<file path="config.mk">
export PLATFORM = sky130hd
export DESIGN_NAME = screen_sequencer
export DESIGN_NICKNAME = d
export VERILOG_FILES = /design/src/rtl/screen_sequencer_pkg.sv /design/src/rtl/screen_fb_clear.sv /design/src/rtl/screen_sequencer.sv
export SDC_FILE = /design/constraint.sdc
export NUM_CORES = 1
export LEC_CHECK = 0
export ABC_AREA = 1
export CELL_PAD_IN_SITES_DETAIL_PLACEMENT = 0
export CELL_PAD_IN_SITES_GLOBAL_PLACEMENT = 1
export CORE_AREA = 5 5 86 88
export CTS_BUF_LIST = sky130_fd_sc_hd__clkbuf_4
export DETAILED_ROUTE_END_ITERATION = 10
export DIE_AREA = 0 0 91 93
export DONT_BUFFER_PORTS = 1
export HOLD_SLACK_MARGIN = 0.05
export PLACE_DENSITY = 0.85
export SLEW_MARGIN = 10
export SYNTH_ARGS = -nofsm -noshare
export SYNTH_HDL_FRONTEND = slang
export SYNTH_SLANG_ARGS = --single-unit
</file>
<file path="constraint.sdc">
create_clock -name clk -period 1.9 [get_ports clk]
set_clock_uncertainty 0.1 [all_clocks]
set_input_delay 0.285 -clock clk [delete_from_list [all_inputs] [get_ports clk]]
set_output_delay 0.285 -clock clk [all_outputs]
set_load 0.01 [all_outputs]
</file>
<file path="src/rtl/screen_sequencer_pkg.sv">
// Shared constants for the screen sequencer: screen indices, FSM encodings, helpers.
// Latency: n/a (declarations only).
// Backpressure: n/a.
`ifndef DISP_ADDR_WIDTH
`define DISP_ADDR_WIDTH 8
`endif

package screen_sequencer_pkg;

    localparam int NUM_SCREENS = 3;

    localparam logic [1:0] SCR_START = 2'd0;
    localparam logic [1:0] SCR_GAME  = 2'd1;
    localparam logic [1:0] SCR_OVER  = 2'd2;

    typedef enum logic [1:0] {
        ST_CLEAR    = 2'd0,
        ST_WAIT_REL = 2'd1,
        ST_RUN      = 2'd2
    } state_t;

    function automatic logic [1:0] next_screen(input logic [1:0] idx);
        return (idx == SCR_OVER) ? SCR_START : idx + 2'd1;
    endfunction

    // All screens held in reset except the one at idx.
    function automatic logic [2:0] release_mask(input logic [1:0] idx);
        return ~(3'b001 << idx);
    endfunction

endpackage

</file>
<file path="src/rtl/screen_fb_clear.sv">
// Clear-pass address generator: walks 0..FB_WORDS-1 while enabled, flags the last word.
// Latency: addr/last are combinational views of the counter; counter steps once per enabled cycle.
// Backpressure: none; the pass always advances one word per enabled cycle.
`ifndef DISP_ADDR_WIDTH
`define DISP_ADDR_WIDTH 8
`endif

module screen_fb_clear #(
    parameter int FB_WORDS = 2**`DISP_ADDR_WIDTH,
    parameter int AW       = `DISP_ADDR_WIDTH
) (
    input  logic          clk,
    input  logic          reset,
    input  logic          en,
    output logic          we,
    output logic [AW-1:0] addr,
    output logic          last
);

    // One extra bit so a full 2**AW pass terminates without wrapping.
    localparam logic [AW:0] LAST_IDX = (AW+1)'(FB_WORDS - 1);

    logic [AW:0] cnt;

    always_ff @(posedge clk) begin
        if (reset) begin
            cnt <= '0;
        end else if (en) begin
            cnt <= last ? '0 : cnt + (AW+1)'(1);
        end
    end

    assign we   = en;
    assign addr = cnt[AW-1:0];
    assign last = (cnt == LAST_IDX);

endmodule

</file>
<file path="src/rtl/screen_sequencer.sv">
// Grants the framebuffer write port to one of START/GAME/OVER, optional clear between screens (SCREEN_SEQ_CLEAR_EN).
// Latency: 1 cycle screen-to-fb passthrough; FB_WORDS-cycle clear pass plus 1 WAIT_REL cycle between screens.
// Backpressure: none; writes from non-selected screens are dropped, keys held stall entry to RUN.
`ifndef DISP_ADDR_WIDTH
`define DISP_ADDR_WIDTH 8
`endif

module screen_sequencer
    import screen_sequencer_pkg::*;
#(
    parameter int          FB_WORDS   = 2**`DISP_ADDR_WIDTH,
    parameter logic [31:0] CLEAR_WORD = 32'h0000_0000
) (
    input  logic                          clk,
    input  logic                          reset,
    input  logic [25:0]                   key_status,
    input  logic [2:0]                    s_we,
    input  logic [3*`DISP_ADDR_WIDTH-1:0] s_addr,
    input  logic [3*32-1:0]               s_wdata,
    input  logic [2:0]                    s_done,
    output logic [2:0]                    screen_rst,
    output logic                          fb_we,
    output logic [`DISP_ADDR_WIDTH-1:0]   fb_addr,
    output logic [31:0]                   fb_wdata,
    output logic [1:0]                    active_screen
);

    localparam int AW = `DISP_ADDR_WIDTH;

    state_t     state;
    logic [1:0] cur;
    logic       run_first;

    logic          sel_we;
    logic          sel_done;
    logic [AW-1:0] sel_addr;
    logic [31:0]   sel_wdata;

    always_comb begin
        sel_we    = s_we[0];
        sel_done  = s_done[0];
        sel_addr  = s_addr[0*AW +: AW];
        sel_wdata = s_wdata[0*32 +: 32];
        case (cur)
            SCR_GAME: begin
                sel_we    = s_we[1];
                sel_done  = s_done[1];
                sel_addr  = s_addr[1*AW +: AW];
                sel_wdata = s_wdata[1*32 +: 32];
            end
            SCR_OVER: begin
                sel_we    = s_we[2];
                sel_done  = s_done[2];
                sel_addr  = s_addr[2*AW +: AW];
                sel_wdata = s_wdata[2*32 +: 32];
            end
            default: ;
        endcase
    end

`ifdef SCREEN_SEQ_CLEAR_EN
    localparam state_t RESET_STATE = ST_CLEAR;

    logic          clr_we;
    logic          clr_last;
    logic [AW-1:0] clr_addr;

    screen_fb_clear #(
        .FB_WORDS (FB_WORDS),
        .AW       (AW)
    ) u_fb_clear (
        .clk   (clk),
        .reset (reset),
        .en    (state == ST_CLEAR),
        .we    (clr_we),
        .addr  (clr_addr),
        .last  (clr_last)
    );
`else
    localparam state_t RESET_STATE = ST_WAIT_REL;

    logic unused_clear_cfg;
    assign unused_clear_cfg = ^{CLEAR_WORD, FB_WORDS};
`endif

    always_ff @(posedge clk) begin
        if (reset) begin
            state      <= RESET_STATE;
            cur        <= SCR_START;
            run_first  <= 1'b0;
            screen_rst <= 3'b111;
            fb_we      <= 1'b0;
            fb_addr    <= '0;
            fb_wdata   <= '0;
        end else begin
            case (state)
`ifdef SCREEN_SEQ_CLEAR_EN
                ST_CLEAR: begin
                    fb_we    <= clr_we;
                    fb_addr  <= clr_addr;
                    fb_wdata <= CLEAR_WORD;
                    if (clr_last) begin
                        state <= ST_WAIT_REL;
                    end
                end
`endif
                ST_WAIT_REL: begin
                    fb_we <= 1'b0;
                    if (key_status == 26'd0) begin
                        state      <= ST_RUN;
                        run_first  <= 1'b1;
                        screen_rst <= release_mask(cur);
                    end
                end
                ST_RUN: begin
                    fb_we     <= sel_we;
                    fb_addr   <= sel_addr;
                    fb_wdata  <= sel_wdata;
                    run_first <= 1'b0;
                    // First RUN cycle the screen is still leaving reset; its done is not trusted yet.
                    if (!run_first && sel_done) begin
                        cur        <= next_screen(cur);
                        state      <= RESET_STATE;
                        screen_rst <= 3'b111;
                    end
                end
                default: begin
                    state      <= RESET_STATE;
                    screen_rst <= 3'b111;
                    fb_we      <= 1'b0;
                end
            endcase
        end
    end

    assign active_screen = cur;

endmodule

</file>
==> impl_metrics.toml <==
[cts]
cts_max_level = 2
cts_num_sinks = 49
insertion_delay_ns = 0.36
ctsRootBufferMaster = "clkbuf_4"
tritoncts_clock_tree = "done"
clk_path_buf_depth = 2
cts_post_setup_buffers_inserted = 0
tritoncts.num_buffers = 5
clk_pin_slew_worst_paths_ns = 0.15

[run_status]
outcome = "complete, no violations"

[power_and_ir_drop]
power_switching_share_pct = 22.6
sequentialPowerShare_pct = 62.5
p_per_area_nw_per_um2 = 512
p_clk_share_pct = 29.2
power_frac_comb_pct = 8.4
worst_ir_drop_vdd_mv = 0.427
power_switching_uw = 372
power.internal_mw = 1.27
p_leak_nw = 1.07

[cells_and_area]
num-fill-cells = 644
most_used_cells_in_the_layout_excluding_fill_and_tap_cells = "nand2_1, o21ai_0, nand3_1"
layout.cells.most_common = "nand2_1"
antennaDiodeCount = 0
final_net_count = 587
layout.cells.non_filler = 509
drive_above_1_share_pct = 7.23
post-route-cell-area_um2 = 3220
area_growth_syn_to_layout_pct = 22.1

[global_routing]
grt_overflow_total = 0
grt_start_max_net_pins = 37
first_pass_grt_wire_length_mm = 12.9
grt_antenna_before_repair = 0
first_global_vias = 2747
globalRouteTotalUtil_pct = 18.2

[critical_path]
critical_path.max_stage_delay_ns = 0.41
worstPathBufferInverterCount = 2
critPathSlowestCell = "ha_2"
cp-start-kind = "register"
cp_data_required_time_ns = 2.06
path_cells = "inv_1 -> ha_2 -> buf_4 -> nand3_1 -> o21ai_0 -> a21oi_1"
cp.arrival_ns = 1.88
critical-path-top-delay-family = "buffers and inverters"
critical_path.endpoint_type = "register"
path_class = "reg -> reg"
critical_path.max_fanout = 34

[floorplan]
design.portCount = 200
fp.coreArea_um2 = 6570
start_util_pct = 40.1
die_area_um2 = 8460
die_h_um = 93
rows = 30
die_width_um = 91

[yosys]
synth_cell_type_count = 23
ys.warnings.count = 0
synth_seq_cells = 49
synth.net_count = 550
synth-seq-area-share_pct = 37.2
post_synth_instance_area_um2 = 2630
avgSynthCellArea_um2 = 6.74
post_synth_inst_count = 391

[sta]
final_max_slew_viol_count = 0
max_slew.worst_pin.slew_ns = 0.303
achievable-frequency_ghz = 0.581
worst_hold_slack_ns = 0.0615
share_of_the_clock_period_used_by_the_worst_path_after_layout_pct = 90.5
finalWorstSetupSlack_ns = 0.180
report.final.setup_viol = 0
totalNegativeSetupSlack_ns = 0
grt_setup_unrepaired = "false"
finalHoldViolations = 0
fin_crit_ns = 1.72
relSlewSlack_pct = 79.8

[placement]
dpl.cell_count = 452
placement.cell_area_um2 = 2670
routability_cong = 0.757
half_perimeter_wire_length_of_the_detailed_placement_result_mm = 5.75
buffer_ports.inserted = 0
place_ws_ns = 0.237

[drt]
routed_wire_length_per_instance_um = 15.8
avgViaCountPerCell = 5.41
vias = 2756
detail_route.drc_violations = 0
wl_mm = 8.04
first_pass_iters = 4
antenna_left = 0
detailedRoute.firstIterationViolations = 77

[flow_run]
timing.max_cap.violations = 0

[hold_path]
worstHoldPathType = "in -> reg"
-- cells in the mapped netlist --
master	count	share of area (%)
a31oi_1	1	0.24
nand4_1	1	0.24
a21oi_2	1	0.33
nor2_1	16	2.3
o21ai_0	81	15
nand3_1	50	9.5
ha_1	5	2.4
inv_1	4	0.57
nor2_2	1	0.24
buf_4	9	2.6
inv_2	2	0.29
dfxtp_1	49	37
a21oi_1	43	8.2
nor2_4	2	0.86
nand2_4	1	0.43
o21ai_1	2	0.38
clkbuf_1	6	0.86
clkbuf_2	2	0.38
buf_6	1	0.43
nand2_2	2	0.47
buf_2	14	2.7
o211ai_1	1	0.29
nand2_1	97	14
-- path summary, 6_finish.rpt --
path	end	slack [ns]	startpoint	cells after the start
min	fb_wdata[12]	0.06	s_wdata[76]	4
max	fb_wdata[20]	0.18	active_screen[1]	6
max reg2reg	fb_wdata[20]	0.18	active_screen[1]	6
min reg2reg	run_first	0.42	run_first	2
-- flip-flops by register name (all words and copies together) (netlist names) --
register	flops
fb_addr	8
fb_we	1
active_screen	2
screen_rst	3
state	2
fb_wdata	32
run_first	1
-- per-stage QoR --
step                      utilization (%)  power (mW)
after floorplan                         -        1.09
after CTS                            49.0        1.67
after global routing                 49.0        1.73
after global placement               40.6        1.11
final                                49.0        1.64
after detailed placement             40.6        1.11
-- final cells by class --
| cell class | instances | area [um2] | area share [%] |
|---|---|---|---|
| Clock inverter | 2 | 10.0 | 0.311 |
| Inverter | 6 | 22.5 | 0.700 |
| Timing Repair Buffer | 62 | 601 | 18.7 |
| Tap cell | 80 | 100 | 3.11 |
| Multi-Input combinational cell | 304 | 1460 | 45.3 |
| Clock buffer | 6 | 45.0 | 1.40 |
| Sequential cell | 49 | 981 | 30.5 |
-- repair_timing --
item	in CTS	in global routing
resized for setup	0	0
hold buffers	49	0
hold endpoints to repair	44	0
-- worst min-delay path, stage by stage --
cell	delay [ns]
nand2_1	0.04
nand3_1	0.05
o21ai_0	0.07
a21oi_1	0.06
-- cells by family (layout without fill, tap and decap cells) --
kind of cell    Yosys count  count (layout)  share of synthesized area [%]
flops                    49              49                           37.2
buf+inv                  38              76                           7.74
fa+ha+maj                 5               5                           2.38
compound gates          129             129                           24.8
simple gates            170             170                           27.8
-- per-layer routing --
layer  vias up  routed length (um)  global-route usage (%)
met5         -                   0                       0
met4         0                 107                    5.01
met3        11                 755                    6.19
met2       116                4160                    33.6
met1      1229                3020                    19.5
li1       1400                   -                       -
-- power by group through the flow --
stage	Clock (mW)	Sequential, mW	Combinational, mW
CTS	0.510	1.03	0.136
finish	0.480	1.03	0.138
global placement	0	1.05	0.0553
floorplan	0	1.05	0.0428
global route	0.549	1.03	0.150
detailed placement	0	1.05	0.0560
Power figures use the tool's default switching activity.
